===== src/rtl/FLP_pkg.sv =====
// FLP_pkg: floating point format and shared-adder constants.
// Single-precision layout plus ownership tag type for the adder arbiter.
package FLP_pkg;

    localparam int EXPONENT_BITS    = 8;
    localparam int SIGNIFICANT_BITS = 23;
    localparam int OVERALL_BITS     = 1 + EXPONENT_BITS + SIGNIFICANT_BITS;

    localparam int FLP_ADD_LATENCY  = 5;
    localparam int FLP_NUM_REQ      = 4;

    // Wide enough for the largest supported requester count (8).
    localparam int TAG_ID_BITS      = 3;

    typedef struct packed {
        logic                   valid;
        logic [TAG_ID_BITS-1:0] id;
    } tag_t;

    function automatic logic [OVERALL_BITS-1:0] flp_negate(
        input logic [OVERALL_BITS-1:0] x
    );
        logic [OVERALL_BITS-1:0] r;
        r = x;
        r[EXPONENT_BITS+SIGNIFICANT_BITS] = ~x[EXPONENT_BITS+SIGNIFICANT_BITS];
        return r;
    endfunction

endpackage


===== src/rtl/flp_add_arbiter_rr.sv =====
// rr_arbiter: round-robin one-hot grant among N requesters.
// Search starts one past the last granted index; state moves only on a grant.
import FLP_pkg::*;

module rr_arbiter #(
    parameter int N  = 4,
    parameter int IW = (N > 1) ? $clog2(N) : 1
) (
    input  logic          clk,
    input  logic          rst,
    input  logic [N-1:0]  req,
    input  logic          enable,
    output logic [N-1:0]  grant,
    output logic [IW-1:0] grant_idx
);

    logic [IW-1:0] last_grant;
    logic          found;
    logic [IW-1:0] sel;

    // Pick the first valid requester after last_grant, wrapping around.
    always_comb begin
        grant     = '0;
        grant_idx = '0;
        found     = 1'b0;
        sel       = '0;
        for (int k = 1; k <= N; k++) begin
            sel = IW'((int'(last_grant) + k) % N);
            if (enable && !found && req[sel]) begin
                found      = 1'b1;
                grant[sel] = 1'b1;
                grant_idx  = sel;
            end
        end
    end

    // Remember the winner; reset points at N-1 so requester 0 goes first.
    always_ff @(posedge clk or posedge rst) begin
        if (rst) begin
            last_grant <= IW'(N - 1);
        end else if (found) begin
            last_grant <= grant_idx;
        end
    end

endmodule


===== src/rtl/flp_add_arbiter.sv =====
// flp_add_arbiter: shares one pipelined FLP adder among NUM_REQ requesters.
// A tag pipe mirrors the adder latency to route each result to its owner.
import FLP_pkg::*;

module flp_add_arbiter #(
    parameter int NUM_REQ     = FLP_NUM_REQ,
    parameter int ADD_LATENCY = FLP_ADD_LATENCY
) (
    input  logic                            clk,
    input  logic                            rst,
    input  logic                            pause,
    input  logic [NUM_REQ-1:0]              req_valid,
    input  logic [NUM_REQ-1:0]              req_sub,
    input  logic [NUM_REQ*OVERALL_BITS-1:0] req_a,
    input  logic [NUM_REQ*OVERALL_BITS-1:0] req_b,
    output logic [NUM_REQ-1:0]              req_ready,
    output logic                            add_start,
    output logic [OVERALL_BITS-1:0]         add_a,
    output logic [OVERALL_BITS-1:0]         add_b,
    input  logic                            add_valid,
    input  logic [OVERALL_BITS-1:0]         add_result,
    output logic [NUM_REQ-1:0]              rsp_valid,
    output logic [OVERALL_BITS-1:0]         rsp_data,
    output logic                            busy,
    output logic                            tag_error
);

    localparam int IW = $clog2(NUM_REQ);
    localparam int MW = $clog2(ADD_LATENCY + 1);

    logic [NUM_REQ-1:0]      grant;
    logic [IW-1:0]           grant_idx;
    logic                    any_grant;
    logic                    issue_valid;
    logic [IW-1:0]           issue_id;
    tag_t                    tag_q [ADD_LATENCY];
    tag_t                    tag_out;
    logic                    tag_any;
    logic [MW-1:0]           mask_q;
    logic                    masked;
    logic [OVERALL_BITS-1:0] sel_a;
    logic [OVERALL_BITS-1:0] sel_b;

    rr_arbiter #(
        .N  (NUM_REQ),
        .IW (IW)
    ) u_rr (
        .clk       (clk),
        .rst       (rst),
        .req       (req_valid),
        .enable    (!pause && !rst),
        .grant     (grant),
        .grant_idx (grant_idx)
    );

    assign req_ready = grant;
    assign any_grant = |grant;
    assign add_start = issue_valid;
    assign tag_out   = tag_q[ADD_LATENCY-1];
    assign masked    = (mask_q != '0);

    // Operand mux for the granted requester; subtraction flips b's sign.
    always_comb begin
        sel_a = req_a[int'(grant_idx)*OVERALL_BITS +: OVERALL_BITS];
        sel_b = req_b[int'(grant_idx)*OVERALL_BITS +: OVERALL_BITS];
        if (req_sub[grant_idx]) begin
            sel_b = flp_negate(sel_b);
        end
    end

    // Issue register: operands only load on a grant so they hold otherwise.
    always_ff @(posedge clk or posedge rst) begin
        if (rst) begin
            issue_valid <= 1'b0;
            issue_id    <= '0;
            add_a       <= '0;
            add_b       <= '0;
        end else begin
            issue_valid <= any_grant;
            if (any_grant) begin
                issue_id <= grant_idx;
                add_a    <= sel_a;
                add_b    <= sel_b;
            end
        end
    end

    // Ownership tags travel alongside the adder pipeline.
    always_ff @(posedge clk or posedge rst) begin
        if (rst) begin
            for (int k = 0; k < ADD_LATENCY; k++) begin
                tag_q[k] <= '0;
            end
        end else begin
            tag_q[0] <= '{valid: issue_valid, id: TAG_ID_BITS'(issue_id)};
            for (int k = 1; k < ADD_LATENCY; k++) begin
                tag_q[k] <= tag_q[k-1];
            end
        end
    end

    // Post-reset window in which leftover adder results are ignored.
    always_ff @(posedge clk or posedge rst) begin
        if (rst) begin
            mask_q <= MW'(ADD_LATENCY);
        end else if (masked) begin
            mask_q <= mask_q - 1'b1;
        end
    end

    // Route the result to the tagged owner one cycle after add_valid.
    always_ff @(posedge clk or posedge rst) begin
        if (rst) begin
            rsp_valid <= '0;
            rsp_data  <= '0;
        end else begin
            rsp_valid <= tag_out.valid ? (NUM_REQ'(1) << tag_out.id) : '0;
            if (tag_out.valid) begin
                rsp_data <= add_result;
            end
        end
    end

    // Sticky flag when the adder and the tag pipe disagree.
    always_ff @(posedge clk or posedge rst) begin
        if (rst) begin
            tag_error <= 1'b0;
        end else if (!masked && (add_valid != tag_out.valid)) begin
            tag_error <= 1'b1;
        end
    end

    // Any valid held anywhere in the issue, tag or response stages.
    always_comb begin
        tag_any = 1'b0;
        for (int k = 0; k < ADD_LATENCY; k++) begin
            tag_any = tag_any | tag_q[k].valid;
        end
        busy = issue_valid | tag_any | (|rsp_valid);
    end

endmodule


===== config.mk =====
export PLATFORM = sky130hd
export DESIGN_NAME = flp_add_arbiter
export DESIGN_NICKNAME = d
export VERILOG_FILES = /design/src/rtl/FLP_pkg.sv /design/src/rtl/flp_add_arbiter_rr.sv /design/src/rtl/flp_add_arbiter.sv
export SDC_FILE = /design/constraint.sdc
export NUM_CORES = 1
export LEC_CHECK = 0
export ABC_AREA = 1
export BUFFER_PORTS_ARGS = -buffer_cell sky130_fd_sc_hd__buf_4
export CORE_AREA = 2 2 160 162
export DETAILED_ROUTE_END_ITERATION = 6
export DIE_AREA = 0 0 162 164
export GPL_ROUTABILITY_DRIVEN = 0
export PLACE_DENSITY = 0.67
export SYNTH_ARGS = -nofsm -noshare
export SYNTH_HDL_FRONTEND = slang
export SYNTH_SLANG_ARGS = --single-unit

===== constraint.sdc =====
create_clock -name clk -period 5.8 [get_ports clk]
set_clock_uncertainty 0.2 [all_clocks]
set_input_delay 0.29 -clock clk [delete_from_list [all_inputs] [get_ports clk]]
set_output_delay 0.29 -clock clk [all_outputs]
set_load 0.01 [all_outputs]

======== After elaboration in Yosys (flattened, before gate mapping) ========
Index checks and enable logic that the tools add are counted.
Widths: inputs -> output; s select.
storage, ports and cells
  flip-flop bits (word level) ............. 124
  output and inout port bits .............. 107
  logic and storage cells ................. 101
cells by class
  add/subtract/negate cells ............... 5
  order comparisons ....................... 9
  eq/ne operators ......................... 1
  shifts and indexed selects .............. 3
  mux-type cells .......................... 32
  bitwise gates (word level) .............. 10
  reductions and logical operators ........ 22
operator list
  cell                 number
  $shiftx 128x8->32    2
  $mux 32              1
  $mux 4               5
  $lt 2x3->1 const B   5
  $logic_and 1x1->1    13
  $mux 1               13
  $or 4x4->4           3
  $bmux 1 s2           5
  $demux 1 s2          4
  $ge 2x1->1 const B   4
  $mux 2               4
  $reduce_or 4->1      2
  $logic_not 1->1      6
  $or 1x1->1           6
  $add 2x1->2 const B  2
  $add 2x2->2 const B  2
  $shl 1x2->4 const A  1
  $reduce_bool 3->1    1
  $sub 3x1->3 const B  1
  $ne 1x1->1           1
  $not 1->1            1

======== Logic depth before layout (Yosys ltp) ========
Gate-level depths: netlist of the first run.
  word-level depth ........................ 20
  depth in mapped cells ................... 18
  gate-level depth less buffers ........... 16

======== By module ========
A second synthesis of the first run with hierarchy kept.
unflattened totals
  cells, all modules ...................... 951
  area total of the unflattened synthesis .. 6855.3 µm²
by module, submodules not included
  module           instances  cells an instance  area each (µm²)  seq. area each (µm²)
  flp_add_arbiter  1          849                6214.7           3055.4
  rr_arbiter       1          102                640.6            52.6

======== Worst setup path after synthesis of the first run ========
Ideal clock, no wire load.
  kind .................................... flip-flop to flip-flop
  start ................................... register u_rr.last_grant[1]
  end ..................................... register add_a[10]
  library setup time ...................... 0.116 ns
  arrival ................................. 2.383 ns
  setup slack ............................. 3.100 ns
  stages on the path, launching flop included .. 18
  path through ............................ dfstp_2 -> inv_1 -> ha_1 -> inv_1 -> nand3_2 -> nand2_2 -> nand2_1 -> nor2_4 -> nand2_1 -> nand2_1 -> nor2_1 -> nand2_1 -> nor2_1 -> nand2_2 -> buf_4 -> buf_4 -> nand2_1 -> nand2_1
between the ends
  word-level cells in the longest chain between the ends .. 18
  elaborated cells on any way between the ends .. 58
  those cells by class .................... add/sub: 4; order compare: 8; shift: 1; mux: 27; bitwise: 3; reduce/logical: 15
ends and longest elaborated chain
  element                                                              RTL line                  RTL
  from (decl)                                                          flp_add_arbiter_rr.sv:17  logic [IW-1:0] last_grant;
  from (signal assigned)                                               flp_add_arbiter_rr.sv:40  last_grant <= IW'(N - 1);
  from (signal assigned)                                               flp_add_arbiter_rr.sv:42  last_grant <= grant_idx;
  parallel branches: the longest is 16 deep, another holds $lt 2x3->1  n/a
  $mux 4 *                                                             flp_add_arbiter_rr.sv:29  if (enable && !found && req[sel]) begin
  via req_ready[0]                                                     flp_add_arbiter.sv:16     output logic [NUM_REQ-1:0] req_ready,
  $reduce_or 4->1 *                                                    flp_add_arbiter.sv:57     assign any_grant = |grant;
  to (signal assigned)                                                 flp_add_arbiter.sv:82     add_a <= sel_a;
  to (decl)                                                            flp_add_arbiter.sv:18     output logic [OVERALL_BITS-1:0] add_a,
Mark *: on every way through the listed nets, which the timed path passes. The select of a mux whose other input is x is not followed.
A chain may end at the register's enable or synchronous reset.

======== Worst setup path after layout of the first run ========
  start ................................... register u_rr.last_grant[0]
  end ..................................... register add_a[23]
between the ends
  word-level cells in the longest chain between the ends .. 18
  elaborated cells on any way between the ends .. 58
  those cells by class .................... add/sub: 4; order compare: 8; shift: 1; mux: 27; bitwise: 3; reduce/logical: 15
ends and longest elaborated chain
  element                                                      RTL line                                      RTL
  $add 2x1->2                                                  flp_add_arbiter_rr.sv:28                      sel = IW'((int'(last_grant) + k) % N);
  $bmux 1 s2                                                   flp_add_arbiter_rr.sv:29
  $mux 1 (not written as such)                                 flp_add_arbiter_rr.sv:29
  $logic_and 1x1->1                                            flp_add_arbiter_rr.sv:29
  $mux 1                                                       flp_add_arbiter_rr.sv:29
  $logic_not 1->1                                              flp_add_arbiter_rr.sv:29
  $logic_and 1x1->1 (2 in a row)                               flp_add_arbiter_rr.sv:29
  $mux 1                                                       flp_add_arbiter_rr.sv:29
  $logic_not 1->1                                              flp_add_arbiter_rr.sv:29
  $logic_and 1x1->1 (2 in a row)                               flp_add_arbiter_rr.sv:29
  $mux 1                                                       flp_add_arbiter_rr.sv:29
  $logic_not 1->1                                              flp_add_arbiter_rr.sv:29
  $logic_and 1x1->1 (2 in a row)                               flp_add_arbiter_rr.sv:29
  $mux 2 / $mux 4 (equally long branches)                      flp_add_arbiter_rr.sv:29
  $shiftx 128x8->32 / $reduce_or 4->1 (equally long branches)  flp_add_arbiter.sv:64, flp_add_arbiter.sv:57
Parallel ways exist; a longest one is shown, timed or not. The select of a mux whose other input is x is not followed.

==> key figures, run 1 <==
Timing
  • Max Transition Viols Final: 0
  • Fin Setup TNS: 0 ns
  • Final hold vios: 0
  • Max_slew headroom: 31.7%
  • Worst Tran Pin Value: 1.02 ns
  • Setup slack after layout: 1.64 ns
  • Tcrit/Tclk final: 71.7%
  • # setup viols final: 0
  • RSZ-0062 raised after global routing: no
  • Fmax: 0.241 GHz
  • Crit path time final: 4.16 ns
  • Hold WS: 0.0546 ns

CTS
  • H-Tree Depth: 4
  • Inserted Clock Buffers: 17
  • Clock sink count: 124
  • Post-CTS Setup Bufs: 0
  • Cts hold-fix bufs: 34
  • Clock Path Buffers: 2
  • Reg clk slew, reported paths: 0.06 ns
  • Skew-Pair Late Insertion Delay: 0.41 ns
  • Root cell of the clock tree: clkbuf_16
  • CTS tree: yes
  • CTS resizes: 0

Synthesis
  • Library cells used by synthesis: 28
  • Post-synth EDFFs: 0
  • Cell taking the most area after synthesis: dfrtp_1
  • Post-Synthesis Cells: 1254
  • Most common cell in the synthesized netlist: nand2_1
  • Synth warnings: 0
  • Synth top cells by count: nand2_1, inv_1, nand3_1
  • Synth Cell Area: 8180 um^2
  • #FFs+latches synth: 124
  • Asr flop ratio synth: 100%
  • Avg Cell Area, Syn: 6.52 um^2
  • Post-synth top flop: dfrtp_1
  • Synth area leaders: dfrtp_1, nand2_1, inv_1, nand3_1, nand3b_1
  • Sequential area share after synthesis: 38.0%
  • Mapped Nets: 1564
  • Top-area cell type share of the netlist area: 36.7%

Power and ir drop
  • Peak VDD IR: 0.000355 V
  • Power per cell area: 533 nW/um^2
  • Total power draw: 6.52 mW
  • Lkg Pwr: 7.32 nW

Final layout
  • Fin nets: 1965
  • Multi-input gate area: 3870 um^2
  • Fill cells: 2480
  • Storage element area: 3110 um^2
  • Final std cells w/o fill: 1998
  • Post-route design area: 12200 um^2
  • Fin util: 49.3%
  • Ant. Diodes: 0
  • Layout area overhead: 49.7%
  • Layout cells sized above 1: 28.5%

Placement
  • Inst Count DP: 1932
  • Port Buf Inserts: 406
  • DP HPWL: 20100 um
  • Placed inst area: 11300 um^2
  • Setup WS pre-CTS: 1.64 ns

Global route
  • Total GRT Usage: 21.4%
  • Vias in the first global route: 9017
  • First-pass GRT wire length: 45200 um
  • Remaining Overflow, GRT: 0
  • Initial antenna violation count: 0
  • Largest net degree at the start of global routing: 80

Critical path
  • Crit-path slowest cell: inv_2
  • Max stage delay on crit path: 0.66 ns
  • CP Buf/Inv Count: 4
  • Crit Path Category: reg -> reg
  • Worst reg2reg path depth: 17
  • Worst setup SP type: flop
  • Cell repeated most along the worst path: nand2_1
  • Worst path cell trace: inv_2, ha_1, inv_1, nand3_2, nand2_2, nand2_1, nor2_4, nor2_1, nand2_2, nand2_4, inv_2, buf_4, nand2_1, nand3_1, nand2_1, nand2_1, nand2_1
  • Worst path required time: 5.90 ns
  • Crit Path Max Fanout: 53
  • CP endpoint kind: flop
  • Critical path depth: 17
  • CP delay by family, top: buffers and inverters
  • Worst endpoint data arrival time: 4.26 ns

Hold path
  • Min-delay worst type: in -> reg
  • Min-Delay Path Depth: 7

Detailed routing
  • Met2 Wirelength: 14500 um
  • Routed WL: 28900 um
  • Pre-antenna DRT Iters: 5
  • DR vias: 9203
  • Routed length per instance: 14.5 um
  • DR top layer: met4
  • ANT nets after route: 0
  • DRC Markers: 0
  • Initial DRC Count: 416
  • DR WL met3: 2150 um
  • Met1 wire length: 11700 um
  • Via-to-Cell Ratio: 4.61

Run status
  • Status: finished, final reports clean

Die
  • Die height: 164 um
  • Core area: 24800 um^2
  • IO Pins: 407
  • Chip Width: 162 um
  • Initial Util: 32.9%
  • Die area: 26600 um^2
  • Num rows: 58

Job
  • Max Cap Viol: 0
==> report_power, final <==
part,internal [mW],switching [mW]
logic,1.41,2.52
clock network,0.615,0.462
registers,1.29,0.226
==> worst register-to-register path, cell delays in order, from the launching register on <==
cell     delay [ns]
dfstp_2        0.63
inv_2          0.14
ha_1           0.39
inv_1          0.14
nand3_2        0.12
nand2_2        0.14
nand2_1        0.10
nor2_4         0.13
nor2_1         0.07
nand2_2        0.09
nand2_4        0.34
inv_2          0.67
buf_4          0.47
nand2_1        0.12
nand3_1        0.09
nand2_1        0.07
nand2_1        0.06
nand2_1        0.07
==> per-layer routing <==
metal  vias up  track usage (%)
met5         -                0
met4         0             6.60
met3        37             4.92
met2       367             38.9
met1      4239             24.9
li1       4560                -
==> flip-flops by register name, summed over array words and instances, names as in the netlist <==
name             cells
add_b               32
rsp_data            32
add_start            1
rsp_valid            4
tag_q               12
u_rr.last_grant      2
tag_error            1
mask_q               3
tag_out              3
add_a               32
issue_id             2
==> cells in the final DEF (no fill, tap or decap), types with 6 or more instances in the layout <==
cell / instances
nand3b_1: 64
nor2_1: 11
nand2_1: 583
nand3_1: 141
dlygate4sd3_1: 34
buf_4: 416
ha_1: 10
clkbuf_16: 17
nand3_2: 7
dfrtp_1: 120
nand4_1: 6
inv_1: 204
nor3_1: 7
==> worst paths after layout <==
check,start,endpoint,slack [ns]
worst max-delay path,u_rr.last_grant[0],add_a[23],1.64
worst min-delay path,req_a[109],add_a[13],0.05
worst max register to register,u_rr.last_grant[0],add_a[23],1.64
worst min register to register,tag_q[9],tag_q[5],0.14
max in group asynchronous,rst,add_a[11],3.66
min in group asynchronous,rst,add_b[22],0.38
==> logic make-up (layout without fill, tap and decap cells) <==
kind of cell	after synthesis	count (layout)	share of synthesized area, %
adder cells (fa/ha/maj)	10	10	1.53
XOR/XNOR	6	6	0.643
flip-flops	124	124	38.0
AND/OR/NAND/NOR	831	831	44.4
buffers and inverters	278	692	14.9
AO/OA/AOI/OAI	5	5	0.428
==> area by class of cell <==
class                      count  area share [%]
clock buffer                  17            3.48
inverter                     210            6.46
tap                          330            3.37
multi-input combinational    852            31.6
clock inverter                15            1.39
sequential                   124            25.4
timing repair buffer         450            28.3
Power figures use the tool's default switching activity.
==> run 2, diff against run 1 <==
==> constraint.sdc (replaced) <==
create_clock -name clk -period 3.9 [get_ports clk]
set_clock_uncertainty 0.2 [all_clocks]
set_input_delay 0.195 -clock clk [delete_from_list [all_inputs] [get_ports clk]]
set_output_delay 0.195 -clock clk [all_outputs]
set_load 0.01 [all_outputs]
==> key figures, run 2 (same netlist as run 1, synthesis figures left out) <==
Placement
  • Setup WS pre-CTS: 0.504 ns (was 1.64 ns)
  • Placed inst area: 11400 um^2 (was 11300 um^2)
  • Inst Count DP: 1935 (was 1932)
  • DP HPWL: 19500 um (was 20100 um)
  • Port Buf Inserts: 406 (unchanged)

Run status
  • Status: finished, final reports clean (unchanged)

Final layout
  • Ant. Diodes: 0 (unchanged)
  • Layout cells sized above 1: 25.6% (was 28.5%)
  • Biggest regs: add_a (32), add_b (32), rsp_data (32) (unchanged)
  • Post-route design area: 14400 um^2 (was 12200 um^2)
  • Commonest cells after routing, fill and taps aside: nand2_1, buf_4, dlygate4sd3_1, inv_1, nand3_1 (was nand2_1, buf_4, inv_1, nand3_1, dfrtp_1)
  • Final std cells w/o fill: 2207 (was 1998)
  • Fin util: 58.1% (was 49.3%)
  • Most common cell after layout, fill and taps aside: nand2_1 (unchanged)
  • Fill cells: 2189 (was 2480)
  • Fin nets: 2174 (was 1965)
  • Layout area overhead: 76.4% (was 49.7%)

Timing
  • Fmax: 0.272 GHz (was 0.241 GHz)
  • Tcrit/Tclk final: 94.3% (was 71.7%)
  • Max_slew headroom: 19.8% (was 31.7%)
  • # setup viols final: 0 (unchanged)
  • Max Transition Viols Final: 0 (unchanged)
  • Worst Tran Pin Value: 1.20 ns (was 1.02 ns)
  • Hold WS: 0.0127 ns (was 0.0546 ns)
  • Fin Setup TNS: 0 ns (unchanged)
  • Final hold vios: 0 (unchanged)
  • Crit path time final: 3.68 ns (was 4.16 ns)
  • RSZ-0062 raised after global routing: no (unchanged)
  • Setup slack after layout: 0.221 ns (was 1.64 ns)

Detailed routing
  • DRC Markers: 0 (unchanged)
  • ANT nets after route: 0 (unchanged)
  • Initial DRC Count: 697 (was 416)
  • Pre-antenna DRT Iters: 5 (unchanged)
  • Via-to-Cell Ratio: 4.71 (was 4.61)
  • Routed length per instance: 14.8 um (was 14.5 um)
  • Routed WL: 32700 um (was 28900 um)
  • DR vias: 10400 (was 9203)

Hold path
  • Hold Path Origin: req_b[66] (was req_a[109])
  • Min-delay worst type: in -> reg (unchanged)
  • Min-Delay Path Depth: 7 (unchanged)
  • Hold Path End: add_b[2] (was add_a[13])

Die
  • Num rows: 58 (unchanged)
  • Core area: 24800 um^2 (unchanged)
  • Die height: 164 um (unchanged)
  • Die area: 26600 um^2 (unchanged)
  • IO Pins: 407 (unchanged)
  • Initial Util: 32.9% (unchanged)
  • Chip Width: 162 um (unchanged)

Power and ir drop
  • Lkg Pwr: 8.11 nW (was 7.32 nW)
  • Power per cell area: 753 nW/um^2 (was 533 nW/um^2)
  • Peak VDD IR: 0.000574 V (was 0.000355 V)
  • Total power draw: 10.9 mW (was 6.52 mW)

Critical path
  • RR Startpoint: u_rr.last_grant[0] (unchanged)
  • R2R setup slack: 0.22 ns (was 1.64 ns)
  • Worst setup SP type: flop (unchanged)
  • Worst R2R End: add_a[2] (was add_a[23])
  • CP endpoint kind: flop (unchanged)
  • Crit Path Max Fanout: 65 (was 53)
  • Worst reg2reg path depth: 14 (was 17)
  • Worst path required time: 4.00 ns (was 5.90 ns)
  • Worst endpoint data arrival time: 3.78 ns (was 4.26 ns)
  • Crit Path Category: reg -> reg (unchanged)

CTS
  • Post-CTS Setup Bufs: 0 (unchanged)
  • Reg clk slew, reported paths: 0.06 ns (about the same)
  • CTS tree: yes (unchanged)
  • Clock Path Buffers: 2 (unchanged)
  • Clock sink count: 124 (unchanged)
  • Root cell of the clock tree: clkbuf_16 (unchanged)
  • H-Tree Depth: 4 (unchanged)
  • Inserted Clock Buffers: 17 (unchanged)
  • Skew-Pair Late Insertion Delay: 0.41 ns (about the same)

Global route
  • GR Util met2: 41.4% (was 38.9%)
  • First-pass GRT wire length: 49500 um (was 45200 um)
  • Total GRT Usage: 23.2% (was 21.4%)
  • Gr busiest metal: met2 (unchanged)
  • Vias in the first global route: 10300 (was 9017)
  • Largest net degree at the start of global routing: 131 (was 80)
  • Initial antenna violation count: 0 (unchanged)
  • GR met3 Demand/Resource: 6.34% (was 4.92%)
  • Remaining Overflow, GRT: 0 (unchanged)
  • Met1 Usage GRT: 25.6% (was 24.9%)

Job
  • Max Cap Viol: 0 (unchanged)
run 2: worst max-delay path by stage:
stage | end | start | slack, ns | cells after the start
6_report | add_a[2] | u_rr.last_grant[0] | 0.22 | 14
5_1_grt | add_a[6] | u_rr.last_grant[1] | 0.03 | 15
4_1_cts | add_a[21] | u_rr.last_grant[0] | 0.05 | 16
3_5_place_dp | issue_id[1] | u_rr.last_grant[1] | 0.50 | 16
3_3_place_gp | issue_id[0] | u_rr.last_grant[1] | 0.61 | 16
2_1_floorplan | add_a[0] | rst | 0.21 | 1
run 2: where the power goes:
group          switching (mW)  internal [mW]  leakage, nW
Clock                   0.678          0.850        0.274
Sequential              0.391           1.92         1.53
Combinational            3.99           3.03         6.30
run 2: worst max-delay path, stage by stage, from the launching register on:
cell and delay, ns:
dfstp_2 0.63, inv_2 0.13, ha_1 0.37, inv_1 0.12, nand3_2 0.11, nand2_2 0.12
nand3_2 0.13, o21bai_4 0.20, buf_6 0.51, nand3b_1 0.16, nand3_1 0.13, dlygate4sd3_1 0.57
nand2_1 0.06, nand2_1 0.06, nand2_1 0.05
run 2: timing repair:
action,in CTS,in global routing
endpoints found under the setup margin,0,55
hold buffers,238,0
endpoints found under the hold margin,157,0
resized for setup,0,9
run 2: per-layer routing:
metal  wire [um]  part of all wire (%)  up-vias
met2       16000                    49      507
li1            -                     -     4981
met5           0                     0        -
met1       13000                    40     4830
met4        1160                   3.6        0
met3        2560                   7.8       80
run 2: layout make-up:
class                   instances  area, um^2  share of cell area (%)
inverters                     210         796                    5.52
clock inverters                15         148                    1.02
multi-input cells             852        3870                    26.8
well taps                     330         413                    2.86
repair buffers                659        5660                    39.3
clock buffers                  17         425                    2.95
flip-flops and latches        124        3110                    21.6
